## src/rtl/shift_sub_divider_pkg.sv

```systemverilog
// Shared widths and FSM state encoding for the 8-by-4 restoring divider.
package shift_sub_divider_pkg;

  localparam int DIVIDEND_W = 8;
  localparam int DIVISOR_W  = 4;
  localparam int STEPS      = 4;

  typedef enum logic {
    IDLE = 1'b0,
    BUSY = 1'b1
  } state_t;

endpackage

```

## src/rtl/shift_sub_divider_div_step.sv

```systemverilog
// One combinational restoring-division step: shift in a dividend bit, trial-subtract.
// Latency: 0 (pure combinational); no flow control.
module div_step
  import shift_sub_divider_pkg::*;
(
  input  logic [DIVISOR_W-1:0] rem,
  input  logic                 shift_in,
  input  logic [DIVISOR_W-1:0] div,
  output logic                 qbit,
  output logic [DIVISOR_W-1:0] rem_next
);

  logic [DIVISOR_W:0] shifted;
  logic [DIVISOR_W:0] t;

  // The partial remainder carries an implicit leading zero; t[4] is the sign of the trial.
  always_comb begin
    shifted  = {rem, shift_in};
    t        = shifted - {1'b0, div};
    qbit     = ~t[DIVISOR_W];
    rem_next = qbit ? t[DIVISOR_W-1:0] : shifted[DIVISOR_W-1:0];
  end

endmodule

```

## src/rtl/shift_sub_divider.sv

```systemverilog
// Restoring shift/subtract divider, 8-bit dividend by 4-bit divisor, 4 edges START->READY.
// No backpressure: START is accepted every edge and restarts any division in flight.
module shift_sub_divider
  import shift_sub_divider_pkg::*;
(
  input  logic                  CK,
  input  logic                  RN,
  input  logic                  START,
  input  logic [DIVIDEND_W-1:0] P,
  input  logic [DIVISOR_W-1:0]  B,
  output logic [DIVISOR_W-1:0]  Q,
  output logic [DIVISOR_W-1:0]  R,
  output logic                  READY,
  output logic                  OVF,
  output logic                  DIVZ
);

  localparam logic [2:0] LAST_CNT = 3'(STEPS - 1);

  state_t               state_q, state_d;
  logic [2:0]           cnt_q, cnt_d;
  logic [DIVISOR_W-1:0] rem_q, rem_d;
  logic [DIVISOR_W-1:0] low_q, low_d;
  logic [DIVISOR_W-1:0] div_q, div_d;
  logic                 ovf_l_q, ovf_l_d;
  logic                 divz_l_q, divz_l_d;
  logic [DIVISOR_W-1:0] q_d, r_d;
  logic                 ovf_d, divz_d;

  logic                 step_qbit;
  logic [DIVISOR_W-1:0] step_rem;
  logic [DIVISOR_W-1:0] step_low;

  div_step u_step (
    .rem      (rem_q),
    .shift_in (low_q[DIVISOR_W-1]),
    .div      (div_q),
    .qbit     (step_qbit),
    .rem_next (step_rem)
  );

  assign step_low = {low_q[DIVISOR_W-2:0], step_qbit};
  assign READY    = (state_q == IDLE);

  always_comb begin
    state_d  = state_q;
    cnt_d    = cnt_q;
    rem_d    = rem_q;
    low_d    = low_q;
    div_d    = div_q;
    ovf_l_d  = ovf_l_q;
    divz_l_d = divz_l_q;
    q_d      = Q;
    r_d      = R;
    ovf_d    = OVF;
    divz_d   = DIVZ;

    if (START) begin
      state_d  = BUSY;
      cnt_d    = 3'd0;
      rem_d    = P[DIVIDEND_W-1:DIVISOR_W];
      low_d    = P[DIVISOR_W-1:0];
      div_d    = B;
      // A high nibble >= divisor means the quotient needs more than 4 bits; B==0 always lands here.
      ovf_l_d  = (P[DIVIDEND_W-1:DIVISOR_W] >= B);
      divz_l_d = (B == '0);
    end else if (state_q == BUSY) begin
      rem_d = step_rem;
      low_d = step_low;
      if (cnt_q == LAST_CNT) begin
        state_d = IDLE;
        cnt_d   = 3'd0;
        q_d     = ovf_l_q ? '0 : step_low;
        r_d     = ovf_l_q ? '0 : step_rem;
        ovf_d   = ovf_l_q;
        divz_d  = divz_l_q;
      end else begin
        cnt_d = cnt_q + 3'd1;
      end
    end
  end

  always_ff @(posedge CK or negedge RN) begin
    if (!RN) begin
      state_q  <= IDLE;
      cnt_q    <= 3'd0;
      rem_q    <= '0;
      low_q    <= '0;
      div_q    <= '0;
      ovf_l_q  <= 1'b0;
      divz_l_q <= 1'b0;
      Q        <= '0;
      R        <= '0;
      OVF      <= 1'b0;
      DIVZ     <= 1'b0;
    end else begin
      state_q  <= state_d;
      cnt_q    <= cnt_d;
      rem_q    <= rem_d;
      low_q    <= low_d;
      div_q    <= div_d;
      ovf_l_q  <= ovf_l_d;
      divz_l_q <= divz_l_d;
      Q        <= q_d;
      R        <= r_d;
      OVF      <= ovf_d;
      DIVZ     <= divz_d;
    end
  end

endmodule

```

## config.mk

```make
export PLATFORM = sky130hd
export DESIGN_NAME = shift_sub_divider
export DESIGN_NICKNAME = d
export VERILOG_FILES = /design/src/rtl/shift_sub_divider_pkg.sv /design/src/rtl/shift_sub_divider_div_step.sv /design/src/rtl/shift_sub_divider.sv
export SDC_FILE = /design/constraint.sdc
export NUM_CORES = 1
export LEC_CHECK = 0
export ABC_AREA = 0
export CAP_MARGIN = 25
export CORE_AREA = 2 2 63 65
export CTS_CLUSTER_DIAMETER = 200
export DETAILED_ROUTE_END_ITERATION = 7
export DIE_AREA = 0 0 65 67
export GPL_TIMING_DRIVEN = 0
export PLACE_DENSITY = 0.65
export SLEW_MARGIN = 20
export SYNTH_ARGS = -nofsm -noshare
export SYNTH_HDL_FRONTEND = slang
export SYNTH_SLANG_ARGS = --single-unit
```

## constraint.sdc

```tcl
create_clock -name CK -period 2.3 [get_ports CK]
set_clock_uncertainty 0.15 [all_clocks]
set_input_delay 0.23 -clock CK [delete_from_list [all_inputs] [get_ports CK]]
set_output_delay 0.23 -clock CK [all_outputs]
set_load 0.02 [all_outputs]
```

### Word-level counts from Yosys, hierarchy flattened

Cells that the tools add are included.

| operators by class | value |
|---|---|
| add/subtract/negate cells | 2 |
| $lt $le $gt $ge | 1 |
| eq/ne operators | 1 |
| mux-type cells | 13 |
| bitwise gates (word level) | 3 |
| reductions and logical operators | 3 |

Operators by type and width:

| cell | count |
|---|---|
| $mux W4 | 7 |
| $mux W3 | 3 |
| $sub A5 B4 Y5 | 1 |
| $ge A4 B4 Y1 | 1 |
| $logic_not A4 Y1 | 1 |
| $add A3 B1 Y3 const B | 1 |
| $eq A3 B2 Y1 const B | 1 |
| $mux W1 | 3 |
| $not A1 Y1 | 3 |
| $reduce_and A3 Y1 | 1 |
| $reduce_bool A2 Y1 | 1 |

| storage, ports and cells | value |
|---|---|
| register bits after elaboration | 28 |
| logic and storage cells | 34 |

### Logic depth before layout (Yosys ltp)

Gate-level depths: netlist (run 1).

| logic depth | value |
|---|---|
| word-level depth | 4 |
| gate-level depth with buffers | 8 |

### By module

A second synthesis (run 1) with hierarchy kept.

| second synthesis, totals | value |
|---|---|
| cells, all modules | 142 |
| area, all modules | 1521.5 µm² |

Modules (own cells, without submodules):

| module | instances | cells each | area each (µm²) | sequential area each (µm²) |
|---|---|---|---|---|
| shift_sub_divider | 1 | 118 | 1317.5 | 700.7 |
| div_step | 1 | 24 | 203.9 | 0.0 |

### Worst setup path before layout (run 1)

Ideal clock, no wire load.

| path | value |
|---|---|
| path kind | reg-to-reg |
| start | register div_q[0] |
| end | register rem_q[0] |
| setup time | 0.126 ns |
| data arrival time | 2.003 ns |
| data required time | 2.024 ns |
| setup slack | 0.021 ns |
| stages on the path, launching flop included | 8 |
| path buffers | 0 |
| clock period less this slack | 2.279 ns |
| cells stage by stage | dfrtp_1 > ha_1 > fa_1 > nand2b_1 > a21oi_2 > xor2_4 > mux2i_1 > a221o_1 |

| between the ends | value |
|---|---|
| word-level cells in the longest chain between the ends | 4 |

RTL lines:

| item | line | text |
|---|---|---|
| start: declaration | shift_sub_divider.sv:24 | `logic [DIVISOR_W-1:0] div_q, div_d;` |
| start signal: assignment | shift_sub_divider.sv:101 | `div_q <= div_d;` |
| $sub A5 B4 Y5 | shift_sub_divider_div_step.sv:19 | `t = shifted - {1'b0, div};` |
| $mux W4 | shift_sub_divider_div_step.sv:21 | `rem_next = qbit ? t[DIVISOR_W-1:0] : shifted[DIVISOR_W-1:0];` |
| $mux W4 | shift_sub_divider.sv:67 | `end else if (state_q == BUSY) begin` |
| $mux W4 | shift_sub_divider.sv:58 | `if (START) begin` |
| end signal: assignment | shift_sub_divider.sv:99 | `rem_q <= rem_d;` |
| end: declaration | shift_sub_divider.sv:22 | `logic [DIVISOR_W-1:0] rem_q, rem_d;` |

Every way passes these cells. The select of a mux whose other input is x is not followed.
A chain may end at the register's enable or synchronous reset.

### Worst setup path in the final report (run 1)

Ends and elaborated chain as after synthesis.

==> results of run 1 <==
-- metrics by stage --
step	worst slack, ps	setup TNS (ps)	total power [mW]
after floorplan	21.1	0	1.30
after detailed placement	-179	-897	1.60
after CTS	3.03	0	2.02
after global routing	-40.0	-179	2.45
final	16.5	0	2.31
after global placement	-162	-696	1.56
-- flip-flops by register name, summed over array words and instances, names as in the netlist, 3 cells and up --
name / count
Q: 4
R: 4
div_q: 4
low_q: 4
rem_q: 4
cnt_q: 3
-- worst register-to-register path, cell delays in order (launching register included) --
cell                       delay, ps
sky130_fd_sc_hd__dfrtp_1         430
sky130_fd_sc_hd__ha_4            180
sky130_fd_sc_hd__fa_2            340
sky130_fd_sc_hd__nand2b_4        160
sky130_fd_sc_hd__a21oi_4         170
sky130_fd_sc_hd__xor2_4          230
sky130_fd_sc_hd__buf_6           150
sky130_fd_sc_hd__mux2i_4          70
sky130_fd_sc_hd__a221o_1         290
-- power by group through the flow --
| stage | registers (mW) | logic, mW | clock network (mW) |
|---|---|---|---|
| 2_1_floorplan | 0.793 | 0.503 | 0 |
| 3_3_place_gp | 0.729 | 0.832 | 0 |
| 3_5_place_dp | 0.739 | 0.863 | 0 |
| 4_1_cts | 0.729 | 1.03 | 0.268 |
| 5_1_grt | 0.753 | 1.40 | 0.294 |
| 6_report | 0.737 | 1.31 | 0.268 |
-- metal layers --
layer  vias to the layer above  track usage [%]
met4                         0             6.38
li1                        543                -
met2                        20             27.2
met5                         -                0
met3                         5             1.52
met1                       542             20.3
-- how the worst max path moves through the flow --
stage	slack [ps]	depth (start not counted)	to	start
global placement	-160	7	rem_q[1]	div_q[0]
floorplan	20	7	rem_q[0]	div_q[0]
finish	20	8	rem_q[0]	div_q[0]
global route	-40	8	rem_q[0]	div_q[0]
detailed placement	-180	7	rem_q[1]	div_q[0]
CTS	3	7	rem_q[1]	div_q[0]
-- cell families after synthesis --
family	count (synthesis)
buffers and inverters	17
AOI/OAI and AO/OA	31
xor gates and xnor gates	3
adders and majority gates	10
muxes	12
DFF	28
and+or+nand+nor	36
-- Yosys cell counts --
cell type	instances	share of area (%)
sky130_fd_sc_hd__dfrtp_1	28	49
sky130_fd_sc_hd__nand2_1	16	4.2
sky130_fd_sc_hd__o21ai_0	13	4.5
sky130_fd_sc_hd__inv_1	11	2.9
sky130_fd_sc_hd__ha_1	9	7.9
sky130_fd_sc_hd__mux2i_1	8	5.6
sky130_fd_sc_hd__a21oi_1	7	2.4
sky130_fd_sc_hd__nand2b_1	7	3.1
sky130_fd_sc_hd__nor2_1	6	1.6
sky130_fd_sc_hd__clkbuf_1	4	1.0
sky130_fd_sc_hd__mux2_2	4	3.1
sky130_fd_sc_hd__nor3b_1	3	1.6
sky130_fd_sc_hd__a21o_1	2	1.0
sky130_fd_sc_hd__a221o_1	2	1.4
sky130_fd_sc_hd__a22o_2	2	1.4
sky130_fd_sc_hd__nand3_1	2	0.70
sky130_fd_sc_hd__o31ai_1	2	1.0
sky130_fd_sc_hd__a211oi_1	1	0.52
sky130_fd_sc_hd__a21oi_2	1	0.61
sky130_fd_sc_hd__a22o_1	1	0.61
sky130_fd_sc_hd__buf_1	1	0.26
sky130_fd_sc_hd__fa_1	1	1.4
sky130_fd_sc_hd__inv_2	1	0.26
sky130_fd_sc_hd__nor3_1	1	0.35
sky130_fd_sc_hd__nor4_1	1	0.44
sky130_fd_sc_hd__xnor2_1	1	0.61
sky130_fd_sc_hd__xor2_1	1	0.61
sky130_fd_sc_hd__xor2_4	1	1.9
-- what timing repair did --
| item | CTS | global route |
|---|---|---|
| hold buffers | 1 | 0 |
| resized for setup | 7 | 11 |
| setup endpoints to repair | 8 | 8 |
| pin swaps | 2 | 4 |
| buffers inserted | 4 | 3 |
| endpoints found under the hold margin | 28 | 0 |
-- cell type report --
class	instances	area share, %
Clock buffer	3	2.14
Tap cell	48	3.12
Inverter	12	2.34
Multi-Input combinational cell	92	38.7
Sequential cell	28	36.4
Timing Repair Buffer	33	16.4
Buffer	5	0.975
==> metrics.json, run 1 <==
{
  "finish.instance_area": {"value": 1930, "unit": "µm²"},
  "worstMarginPinSlew": {"value": 624, "unit": "ps"},
  "irDropWorstVdd": {"value": 0.000402, "unit": "V"},
  "crit_path_max_incr_delay": {"value": 430, "unit": "ps"},
  "rr_startpoint": {"value": "div_q[0]"},
  "fin_nets": {"value": 200},
  "min-delay-path-class": {"value": "primary input to async pin"},
  "die_w": {"value": 65, "unit": "µm"},
  "worstPathMaxFanout": {"value": 4},
  "layout-area-overhead-vs-synth": {"value": 34.4, "unit": "%"},
  "floorplan.initialDensity": {"value": 39.7, "unit": "%"},
  "drive_gt1_share": {"value": 16.8, "unit": "%"},
  "synth_top_family_by_area": {"value": "compound AO/OA/AOI/OAI gates"},
  "grt_antenna_before_repair": {"value": 0},
  "r2r-end": {"value": "rem_q[0]"},
  "cts-root-buf": {"value": "sky130_fd_sc_hd__clkbuf_8"},
  "wire_length_of_the_first_global_routing_pass": {"value": 5.15, "unit": "mm"},
  "critical-path-top-delay-family": {"value": "adder cells"},
  "p_comb_share": {"value": 56.5, "unit": "%"},
  "final_common_cell": {"value": "sky130_fd_sc_hd__dfrtp_1"},
  "worst-r2r-setup-slack": {"value": 20, "unit": "ps"},
  "n_fill_cell": {"value": 327},
  "layout.cells.non_filler": {"value": 221},
  "number_of_violations_reported_at_the_end_of_detailed_routing_iteration_0": {"value": 72},
  "io_buffer_count": {"value": 25},
  "ys_seq_area_share": {"value": 48.9, "unit": "%"},
  "hold_viol": {"value": 0},
  "area.sequential": {"value": 701, "unit": "µm²"},
  "synthAdderAreaFrac": {"value": 9.26, "unit": "%"},
  "cts_made_buffers": {"value": 3},
  "critPathSlowestCell": {"value": "sky130_fd_sc_hd__dfrtp_1"},
  "critical_path.cell_chain": {"value": "ha_4 > fa_2 > nand2b_4 > a21oi_4 > xor2_4 > buf_6 > mux2i_4 > a221o_1"},
  "placement_rows": {"value": 22},
  "ys_types": {"value": 28},
  "power.sequential.fraction": {"value": 31.9, "unit": "%"},
  "clkSlewWorstSetupHoldPaths": {"value": 90, "unit": "ps"},
  "drv.max_cap_violation_count": {"value": 0},
  "place.detailed.hpwl": {"value": 2.33, "unit": "mm"},
  "chipHeight": {"value": 67, "unit": "µm"},
  "wirelength_routed": {"value": 3.16, "unit": "mm"},
  "p_leak": {"value": 0.878, "unit": "nW"},
  "grt_start_max_net_pins": {"value": 29},
  "slew_headroom": {"value": 58.4, "unit": "%"},
  "endpoint_kind": {"value": "register"},
  "internal_power": {"value": 1.45, "unit": "mW"},
  "route.detailed.wl_per_inst": {"value": 14.3, "unit": "µm"},
  "netlist_area": {"value": 1430, "unit": "µm²"},
  "pwr_density_cell": {"value": 1200, "unit": "nW/µm²"},
  "grt_pass1_vias": {"value": 1132},
  "synth_compound_area_share": {"value": 13.6, "unit": "%"},
  "outcome": {"value": "complete, no violations"},
  "number_of_nets_in_the_synthesized_netlist": {"value": 162},
  "crit_buf_inv": {"value": 1},
  "fin_worst_hold_slack": {"value": 343, "unit": "ps"},
  "post-route-min-period": {"value": 2280, "unit": "ps"},
  "fin_util": {"value": 53.4, "unit": "%"},
  "dr.max_layer_used": {"value": "met4"},
  "met3WireLength": {"value": 73, "unit": "µm"},
  "grt_overflow": {"value": 0},
  "ctsLongestPathBuffers": {"value": 2},
  "remaining_drc_errors": {"value": 0},
  "ys_warn_count": {"value": 0},
  "proportion_of_power_drawn_by_the_clock_network": {"value": 11.6, "unit": "%"},
  "data_arrival_time_at_the_worst_slack_endpoint": {"value": 2310, "unit": "ps"},
  "fp.dieArea": {"value": 4360, "unit": "µm²"},
  "via_count": {"value": 1110},
  "synth-simple-area-share": {"value": 11.9, "unit": "%"},
  "metal2_wl": {"value": 1.64, "unit": "mm"},
  "post_dp_cell_area": {"value": 1740, "unit": "µm²"},
  "post_route_fraction_of_the_period_consumed_by_the_critical_path": {"value": 99.3, "unit": "%"},
  "first_drt_pass_iteration_count": {"value": 4},
  "htreeDepth": {"value": 1},
  "globalRouteTotalUtil": {"value": 15.8, "unit": "%"},
  "place.detailed.instances": {"value": 210},
  "critical_path_class": {"value": "register to register"},
  "viasPerCell": {"value": 5.02},
  "globalplace.congestion": {"value": 0.794},
  "synthesis.area_per_instance": {"value": 10.5, "unit": "µm²"},
  "cts_tree": {"value": "yes"},
  "cp-start-kind": {"value": "register"},
  "maximum_clock_frequency": {"value": 0.438, "unit": "GHz"},
  "netSwitchingPower": {"value": 0.858, "unit": "mW"},
  "clock_latency": {"value": 280, "unit": "ps"},
  "syn_inst": {"value": 137},
  "finalSetupViolations": {"value": 0},
  "design.core.area": {"value": 3610, "unit": "µm²"},
  "netSwitchingFraction": {"value": 37.1, "unit": "%"},
  "i_o_pin_count": {"value": 26},
  "data_required_time_at_the_worst_endpoint": {"value": 2320, "unit": "ps"},
  "muxShareOfSynthArea": {"value": 8.73, "unit": "%"},
  "rsz_0062_raised_after_global_routing": {"value": "yes"},
  "synthXorXnorAreaFrac": {"value": 3.14, "unit": "%"},
  "layout_common_cells": {"value": "28 x sky130_fd_sc_hd__dfrtp_1, 24 x sky130_fd_sc_hd__clkdlybuf4s50_1, 16 x sky130_fd_sc_hd__nand2_1, 11 x sky130_fd_sc_hd__o21ai_0, 10 x sky130_fd_sc_hd__inv_1"},
  "antenna_left": {"value": 0},
  "antennaDiodeCount": {"value": 0},
  "multi_input_comb_area": {"value": 744, "unit": "µm²"},
  "r2r.worst_path.cells": {"value": 8},
  "sink_count_of_the_clock_tree": {"value": 28},
  "route.layer.met1.wl": {"value": 1.39, "unit": "mm"},
  "ys_seq_elements": {"value": 28},
  "final-max-slew-violation-count": {"value": 0}
}
Note: power is estimated with default switching activity, not from simulation.
==> inputs of run 2 (changes only) <==
--- a/config.mk
+++ b/config.mk
@@ -8,6 +8,7 @@
 export ABC_AREA = 0
 export CAP_MARGIN = 25
 export CORE_AREA = 2 2 63 65
+export CTS_BUF_LIST = sky130_fd_sc_hd__clkbuf_2
 export CTS_CLUSTER_DIAMETER = 200
 export DETAILED_ROUTE_END_ITERATION = 7
 export DIE_AREA = 0 0 65 67
==> run 2 against run 1 <==
Against the previous run:
- the flow now finishes with violations (negative setup slack)
- non-clock buffer count unchanged
- flip-flop and latch count unchanged
- power decreased by 10%
- via count decreased by 1.5%
- fmax decreased by 0.87%
- sequential share of layout area increased by 1.1 points
- setup slack got worse by 20 ps
- die area unchanged
- wire length decreased by 3.8%
- largest power group unchanged
- highest routed layer is now met3
==> metrics.json, run 2 (synthesized netlist as in run 1, its figures left out) <==
{
  "globalplace.congestion": {"value": 0.794},
  "outcome": {"value": "complete, but fails checks"},
  "die_w": {"value": 65, "unit": "µm"},
  "drv.max_cap_violation_count": {"value": 0},
  "fin_nets": {"value": 200},
  "cp-start-kind": {"value": "register"},
  "post_route_fraction_of_the_period_consumed_by_the_critical_path": {"value": 100, "unit": "%"},
  "antenna_left": {"value": 0},
  "globalRouteTotalUtil": {"value": 15.2, "unit": "%"},
  "fin_ws": {"value": -3.47, "unit": "ps"},
  "irDropWorstVdd": {"value": 0.000382, "unit": "V"},
  "cts_tree": {"value": "yes"},
  "worstPathMaxFanout": {"value": 4},
  "placement_rows": {"value": 22},
  "dr.max_layer_used": {"value": "met3"},
  "metal2_wl": {"value": 1.58, "unit": "mm"},
  "fin_util": {"value": 51.8, "unit": "%"},
  "grt_start_max_net_pins": {"value": 29},
  "fp.dieArea": {"value": 4360, "unit": "µm²"},
  "via_count": {"value": 1093},
  "route.layer.met1.wl": {"value": 1.35, "unit": "mm"},
  "met3WireLength": {"value": 105, "unit": "µm"},
  "final-max-slew-violation-count": {"value": 0},
  "slew_headroom": {"value": 58.8, "unit": "%"},
  "rsz_0062_raised_after_global_routing": {"value": "yes"},
  "first_drt_pass_iteration_count": {"value": 4},
  "ctsLongestPathBuffers": {"value": 2},
  "pwr_density_cell": {"value": 1110, "unit": "nW/µm²"},
  "worstMarginPinSlew": {"value": 618, "unit": "ps"},
  "chipHeight": {"value": 67, "unit": "µm"},
  "critical_path.cell_chain": {"value": "ha_4 > fa_2 > nand2b_4 > a21oi_4 > xor2_4 > buf_4 > mux2i_2 > o21ai_1"},
  "finalSetupTns": {"value": -3.47, "unit": "ps"},
  "wirelength_routed": {"value": 3.04, "unit": "mm"},
  "maximum_clock_frequency": {"value": 0.434, "unit": "GHz"},
  "layout_common_cells": {"value": "28 x sky130_fd_sc_hd__dfrtp_1, 24 x sky130_fd_sc_hd__clkdlybuf4s50_1, 16 x sky130_fd_sc_hd__nand2_1, 12 x sky130_fd_sc_hd__o21ai_0, 10 x sky130_fd_sc_hd__inv_1"},
  "floorplan.initialDensity": {"value": 39.7, "unit": "%"},
  "place.detailed.hpwl": {"value": 2.33, "unit": "mm"},
  "critPathSlowestCell": {"value": "sky130_fd_sc_hd__dfrtp_1"},
  "sink_count_of_the_clock_tree": {"value": 28},
  "io_buffer_count": {"value": 25},
  "cts-root-buf": {"value": "sky130_fd_sc_hd__clkbuf_2"},
  "route.detailed.wl_per_inst": {"value": 13.7, "unit": "µm"},
  "clock_latency": {"value": 360, "unit": "ps"},
  "hold_viol": {"value": 0},
  "post-place-ws": {"value": -179, "unit": "ps"},
  "htreeDepth": {"value": 1},
  "drive_gt1_share": {"value": 16.2, "unit": "%"},
  "min-delay-path-class": {"value": "primary input to async pin"},
  "clkSlewWorstSetupHoldPaths": {"value": 260, "unit": "ps"},
  "grt_pass1_vias": {"value": 1131},
  "layout-area-overhead-vs-synth": {"value": 30.5, "unit": "%"},
  "grt_overflow": {"value": 0},
  "grt_antenna_before_repair": {"value": 0},
  "data_arrival_time_at_the_worst_slack_endpoint": {"value": 2410, "unit": "ps"},
  "final_common_cell": {"value": "sky130_fd_sc_hd__dfrtp_1"},
  "critical_path_class": {"value": "register to register"},
  "post-route-min-period": {"value": 2300, "unit": "ps"},
  "antennaDiodeCount": {"value": 0},
  "wire_length_of_the_first_global_routing_pass": {"value": 5.10, "unit": "mm"},
  "finalSetupViolations": {"value": 1},
  "crit_path_max_incr_delay": {"value": 480, "unit": "ps"},
  "data_required_time_at_the_worst_endpoint": {"value": 2410, "unit": "ps"},
  "fin_total_pwr": {"value": 2.08, "unit": "mW"},
  "i_o_pin_count": {"value": 26},
  "viasPerCell": {"value": 4.95},
  "cts_made_buffers": {"value": 3},
  "remaining_drc_errors": {"value": 0},
  "design.core.area": {"value": 3610, "unit": "µm²"},
  "p_leak": {"value": 0.863, "unit": "nW"},
  "number_of_violations_reported_at_the_end_of_detailed_routing_iteration_0": {"value": 49},
  "failed_checks": {"value": "negative setup slack"},
  "endpoint_kind": {"value": "register"}
}
==> run 2: cell counts in the layout (fill, tap and decap cells not counted) <==
Identical to the previous run, type by type.
==> run 2: power by group <==
group / internal [mW] / switching [mW]
clock: 0.0354 / 0.137
combinational: 0.636 / 0.541
sequential: 0.626 / 0.105
total: 1.30 / 0.783
==> run 2: area by class of cell <==
type | count | area, µm²
Inverter | 12 | 45.0
Tap cell | 48 | 60.1
Timing Repair Buffer | 33 | 308
Fill cell | 334 | 1740
Multi-Input combinational cell | 92 | 722
Clock buffer | 3 | 15.0
Sequential cell | 28 | 701
Buffer | 5 | 18.8
==> run 2: final timing paths <==
kind | start | endpoint | slack (ps) | cells after the start
max | div_q[0] | rem_q[2] | -3 | 8
min | RN | Q[0] | 220 | 2
max reg2reg | div_q[0] | rem_q[2] | -3 | 8
min reg2reg | Q[2] | Q[2] | 370 | 2
min in group CK | P[3] | low_q[3] | 270 | 3
max in group asynchronous | RN | rem_q[2] | 1360 | 2
==> run 2: per-layer routing <==
layer  global-route usage (%)  vias up
met5                        0        -
met4                     3.19        0
met3                     1.52        0
met2                     27.3       21
met1                     19.9      531
li1                         -      541
==> run 2: through the flow <==
| stage | cells | instance area, µm² | hold slack (ps) |
|---|---|---|---|
| floorplan | 137 | 1430 | -216 |
| global placement | 210 | 1740 | 310 |
| detailed placement | 210 | 1740 | 125 |
| CTS | 219 | 1830 | 249 |
| global route | 221 | 1870 | 240 |
| finish | 221 | 1870 | 216 |
==> run 2: worst max-delay path: cells and delay by family, from the launching register on <==
| kind | cells | cell delay [ps] |
|---|---|---|
| fa+ha+maj | 2 | 510 |
| xor+xnor | 1 | 210 |
| compound gates | 2 | 270 |
| buf+inv | 1 | 170 |
| flops | 1 | 480 |
| simple gates | 1 | 150 |
| mux | 1 | 270 |
==> run 2: timing repair <==
item	4_1_cts	5_1_grt
pin swaps	2	5
endpoints found under the hold margin	28	0
buffers inserted	5	2
gates resized for setup	7	5
hold buffers	1	0
endpoints found under the setup margin	8	8
